===== src/rtl/key_repeat_filter.sv =====
// Debounces one active-low key; emits press/release pulses plus auto-repeat while held.
// Latency: flags appear DEBOUNCE_CYC+3 edges after the first edge that samples a new key level.
// Backpressure: none, all outputs are free-running single-cycle pulses or levels.
module key_repeat_filter #(
  parameter int DEBOUNCE_CYC = 1_000_000,
  parameter int HOLD_CYC     = 25_000_000,
  parameter int REPEAT_CYC   = 5_000_000
) (
  input  logic clk,
  input  logic rst,
  input  logic key_in,
  input  logic repeat_en,
  output logic key_state,
  output logic nege_flag,
  output logic pose_flag,
  output logic rep_flag
);

  localparam int MAX_AB = (DEBOUNCE_CYC > HOLD_CYC) ? DEBOUNCE_CYC : HOLD_CYC;
  localparam int MAX_CY = (MAX_AB > REPEAT_CYC) ? MAX_AB : REPEAT_CYC;
  localparam int CNT_W  = $clog2(MAX_CY) + 1;

  localparam logic [CNT_W-1:0] DEB_LAST  = CNT_W'(DEBOUNCE_CYC - 1);
  localparam logic [CNT_W-1:0] HOLD_LAST = CNT_W'(HOLD_CYC - 1);
  localparam logic [CNT_W-1:0] REP_LAST  = CNT_W'(REPEAT_CYC - 1);
  localparam logic [CNT_W-1:0] CNT_ONE   = CNT_W'(1);

  typedef enum logic [2:0] {
    IDLE    = 3'd0,
    FILT_DN = 3'd1,
    HOLD    = 3'd2,
    REPEAT  = 3'd3,
    FILT_UP = 3'd4
  } state_t;

  state_t           state;
  logic [CNT_W-1:0] cnt;
  logic             ks_meta;
  logic             ks;
  logic             key_lvl;
  logic             nege_q;
  logic             pose_q;
  logic             rep_q;

  // Two-flop synchronizer; idles high so a released key produces no event after reset.
  always_ff @(posedge clk or posedge rst) begin
    if (rst) begin
      ks_meta <= 1'b1;
      ks      <= 1'b1;
    end else begin
      ks_meta <= key_in;
      ks      <= ks_meta;
    end
  end

  always_ff @(posedge clk or posedge rst) begin
    if (rst) begin
      state     <= IDLE;
      cnt       <= '0;
      key_lvl   <= 1'b1;
      nege_q    <= 1'b0;
      pose_q    <= 1'b0;
      rep_q     <= 1'b0;
      key_state <= 1'b1;
      nege_flag <= 1'b0;
      pose_flag <= 1'b0;
      rep_flag  <= 1'b0;
    end else begin
      key_state <= key_lvl;
      nege_flag <= nege_q;
      pose_flag <= pose_q;
      rep_flag  <= rep_q;
      nege_q    <= 1'b0;
      pose_q    <= 1'b0;
      rep_q     <= 1'b0;

      case (state)
        IDLE: begin
          if (!ks) begin
            state <= FILT_DN;
            cnt   <= '0;
          end
        end

        FILT_DN: begin
          if (ks) begin
            state <= IDLE;
            cnt   <= '0;
          end else if (cnt == DEB_LAST) begin
            state   <= HOLD;
            cnt     <= '0;
            key_lvl <= 1'b0;
            nege_q  <= 1'b1;
            rep_q   <= 1'b1;
          end else begin
            cnt <= cnt + CNT_ONE;
          end
        end

        HOLD: begin
          if (ks) begin
            state <= FILT_UP;
            cnt   <= '0;
          end else if (cnt == HOLD_LAST) begin
            // Parked at the terminal so repeating starts the moment it is enabled.
            if (repeat_en) begin
              state <= REPEAT;
              cnt   <= '0;
              rep_q <= 1'b1;
            end
          end else begin
            cnt <= cnt + CNT_ONE;
          end
        end

        REPEAT: begin
          if (ks) begin
            state <= FILT_UP;
            cnt   <= '0;
          end else if (!repeat_en) begin
            state <= HOLD;
            cnt   <= HOLD_LAST;
          end else if (cnt == REP_LAST) begin
            cnt   <= '0;
            rep_q <= 1'b1;
          end else begin
            cnt <= cnt + CNT_ONE;
          end
        end

        FILT_UP: begin
          if (!ks) begin
            state <= HOLD;
            cnt   <= '0;
          end else if (cnt == DEB_LAST) begin
            state   <= IDLE;
            cnt     <= '0;
            key_lvl <= 1'b1;
            pose_q  <= 1'b1;
          end else begin
            cnt <= cnt + CNT_ONE;
          end
        end

        default: begin
          state <= IDLE;
          cnt   <= '0;
        end
      endcase
    end
  end

endmodule


===== config.mk =====
export PLATFORM = sky130hd
export DESIGN_NAME = key_repeat_filter
export DESIGN_NICKNAME = d
export VERILOG_FILES = /design/src/rtl/key_repeat_filter.sv
export SDC_FILE = /design/constraint.sdc
export NUM_CORES = 1
export LEC_CHECK = 0
export ABC_AREA = 1
export CORE_MARGIN = 8
export CORE_UTILIZATION = 29
export DETAILED_ROUTE_END_ITERATION = 6
export PLACE_DENSITY = 0.51
export SLEW_MARGIN = 40
export SYNTH_ARGS = -nofsm -noshare
export SYNTH_HDL_FRONTEND = slang
export SYNTH_SLANG_ARGS = --single-unit

===== constraint.sdc =====
create_clock -name clk -period 2.2 [get_ports clk]
set_input_delay 0.44 -clock clk [delete_from_list [all_inputs] [get_ports clk]]
set_output_delay 0.44 -clock clk [all_outputs]
set_load 0.03 [all_outputs]

==> out/results.ini <==
[run_status]
status = finished, final reports clean

[layout]
final_area_mm2 = 0.00294
antennaDiodeCount = 0
area_growth_pct = 9.86
finalNonFillerCells = 492
nFillCells = 1010
final_util_pct = 32.3
drive_above_1_share_pct = 18.1
nNetsFinal = 385

[worst_setup_path]
cp.arrival_ns = 2.11
rr_endpoint = cnt[1]
crit_fanout = 17
r2r_cells = 10
criticalPathCategory = register to register
crit_required_ns = 2.38
rr_startpoint = cnt[1]
rrSetupSlack_ns = 0.27
critPathLaunchType = register
endpoint_kind = register

[sta]
hold_violations = 0
timing.hold.ws_ns = 0.354
rsz0062_at_grt = false
setup_viol = 0
fin_setup_tns_ns = 0
fin_ws_ns = 0.272
tightest_slew_ns = 0.513
fin_crit_sh_pct = 87.6
clock.fmax_ghz = 0.519
fin_crit_ns = 1.93
finalMaxSlewViolations = 0
relSlewSlack_pct = 65.8
skew_ns = 0.00710

[place]
dp_hpwl_um = 4750
dp_cells = 484
place_ws_ns = 0.184
gp_congestion = 0.893
placed_cell_area_mm2 = 0.00285
port_buffers = 7

[power]
ir_worst_vdd_mv = 0.224
p_total_mw = 2.04
power_density_mw_per_mm2 = 692
internal-power_mw = 1.21
clockPowerShare_pct = 24.8
power_frac_comb_pct = 30.1
p_sw_share_pct = 40.8
switchingPower_uw = 831
p_seq_share_pct = 45.1
p_leak_nw = 1.45

[detailed_routing]
wl_met2_um = 3060
dr.pass1.iters = 4
drtAntennaViolNets = 0
wirelength_um = 6370
drt-met1-wl_um = 2980
dr.first_iter.drc_count = 151
highest_layer = met4
drc = 0
wire_per_inst_um = 13.0
wl_met3_um = 213
num_vias = 2324
drt-vias-per-instance = 4.72

[yosys]
synth.area.top_cells = dfrtp_1 33%, nand2_1 15%, nor2_1 7.7%, nand3_1 6.0%, nand3_2 5.2%
syn_inst = 370
ys_seq_area_share_pct = 36.6
synth_edf_count = 0
yosysWarnings = 0
ys_ff_latch = 39
mappedNetlistArea_mm2 = 0.00268
synth.largest_area_cell = dfrtp_1
yosysMostFrequentCell = nand2_1
avgSynthCellArea_um2 = 7.24
async_flop_share_pct = 100
synthTopCellsByCount = 108 x nand2_1, 55 x nor2_1, 35 x dfrtp_1
synth_fp_nets = 375
yosys.cell_types.count = 31
synth-main-ff-cell = dfrtp_1
synth_top_area_share_pct = 32.7

[die]
start_util_pct = 29.4
die_w_um = 112
core_area_mm2 = 0.00911
dieArea_mm2 = 0.0126
dieHeight_um = 112
rows = 35
io_pins = 8

[clock_network]
post_cts.repair.setup_buffers = 0
clockBufferDepth = 2
cts_tree = built
cts_resized = 0
clock-root-buffer = clkbuf_8
worstSkewPairLatency_ns = 0.30
clock-sinks = 39
cts_buffers = 5
path_clk_slew_ns = 0.09
cts_max_level = 2
ctsHoldBuffers = 0

[min_path]
hold_depth = 0
hp-class = register to register
hold_path_startpoint = pose_q
hold_end = pose_flag

[grt]
gr-total-overflow = 0
grt_usage_pct = 10.7
antenna_found_initial = 0
grt_max_degree = 40
grt_pass1_vias = 2302
grt_pass1_wl_um = 10900

[run]
drv_cap = 0

-- kinds of logic (layout without fill, tap and decap cells) --
family / Yosys count / count (layout) / synth area share [%]
AND/OR/NAND/NOR: 260 / 260 / 48.6
buffers and inverters: 48 / 59 / 7.90
flip-flops: 39 / 39 / 36.6
XOR/XNOR: 15 / 15 / 4.91
AO/OA/AOI/OAI: 7 / 7 / 1.54
adder cells (fa/ha/maj): 1 / 1 / 0.467
-- metal layers --
metal  global-route usage [%]  vias to the layer above
li1                         -                     1184
met1                     13.2                     1099
met2                     17.5                       31
met3                     2.36                       10
met4                     4.41                        0
met5                        0                        -
-- placed cells by master (no fill, tap or decap), types with 5 or more instances in the layout --
cell	netlist	final
nand4_1	8	8
clkdlybuf4s50_1	0	7
nand3_2	14	14
xor2_1	14	14
nand2_1	108	108
nand3_1	32	32
nor2_1	55	55
inv_2	8	8
nand2_2	18	18
dfrtp_1	35	35
inv_1	32	32
nor3_1	9	9
clkbuf_8	0	5
-- how the worst max path moves through the flow --
stage | from | endpoint | cells past startpoint
final | cnt[1] | cnt[1] | 10
after detailed placement | repeat_en | cnt[17] | 8
after floorplan | cnt[0] | cnt[20] | 11
after global placement | repeat_en | cnt[17] | 8
after global routing | cnt[0] | cnt[4] | 10
after CTS | cnt[0] | cnt[0] | 10
-- power groups by stage --
stage          clock (mW)  sequential, mW  combinational (mW)
2_1_floorplan           0           0.892               0.545
3_3_place_gp            0           0.930               0.613
3_5_place_dp            0           0.931               0.626
4_1_cts             0.529           0.918               0.628
5_1_grt             0.562           0.936               0.694
6_report            0.504           0.918               0.613
-- worst max-delay path, stage by stage (launching register included) --
cell,delay (ns)
dfrtp_1,0.40
ha_1,0.20
nand2_2,0.10
clkinv_2,0.08
nand2_4,0.07
nor2_8,0.19
nand3_1,0.16
nand2_1,0.13
nand3_4,0.26
nand2_1,0.14
nand3_1,0.07
-- flip-flops by register name, indices dropped and copies added, names as in the netlist --
name       flops
cnt           26
key_lvl        1
key_state      1
ks             1
ks_meta        1
nege_flag      1
nege_q         1
pose_flag      1
pose_q         1
rep_flag       1
rep_q          1
state          3
-- area by class of cell --
class / instances / area [µm²] / share of cell area, %
Clock buffer: 5 / 68.8 / 2.34
Multi-Input combinational cell: 283 / 1490 / 50.5
Timing Repair Buffer: 10 / 92.6 / 3.15
Tap cell: 111 / 139 / 4.72
Clock inverter: 3 / 20.0 / 0.681
Inverter: 41 / 155 / 5.27
Sequential cell: 39 / 981 / 33.3
No activity file was read; power rests on OpenSTA's default activity.
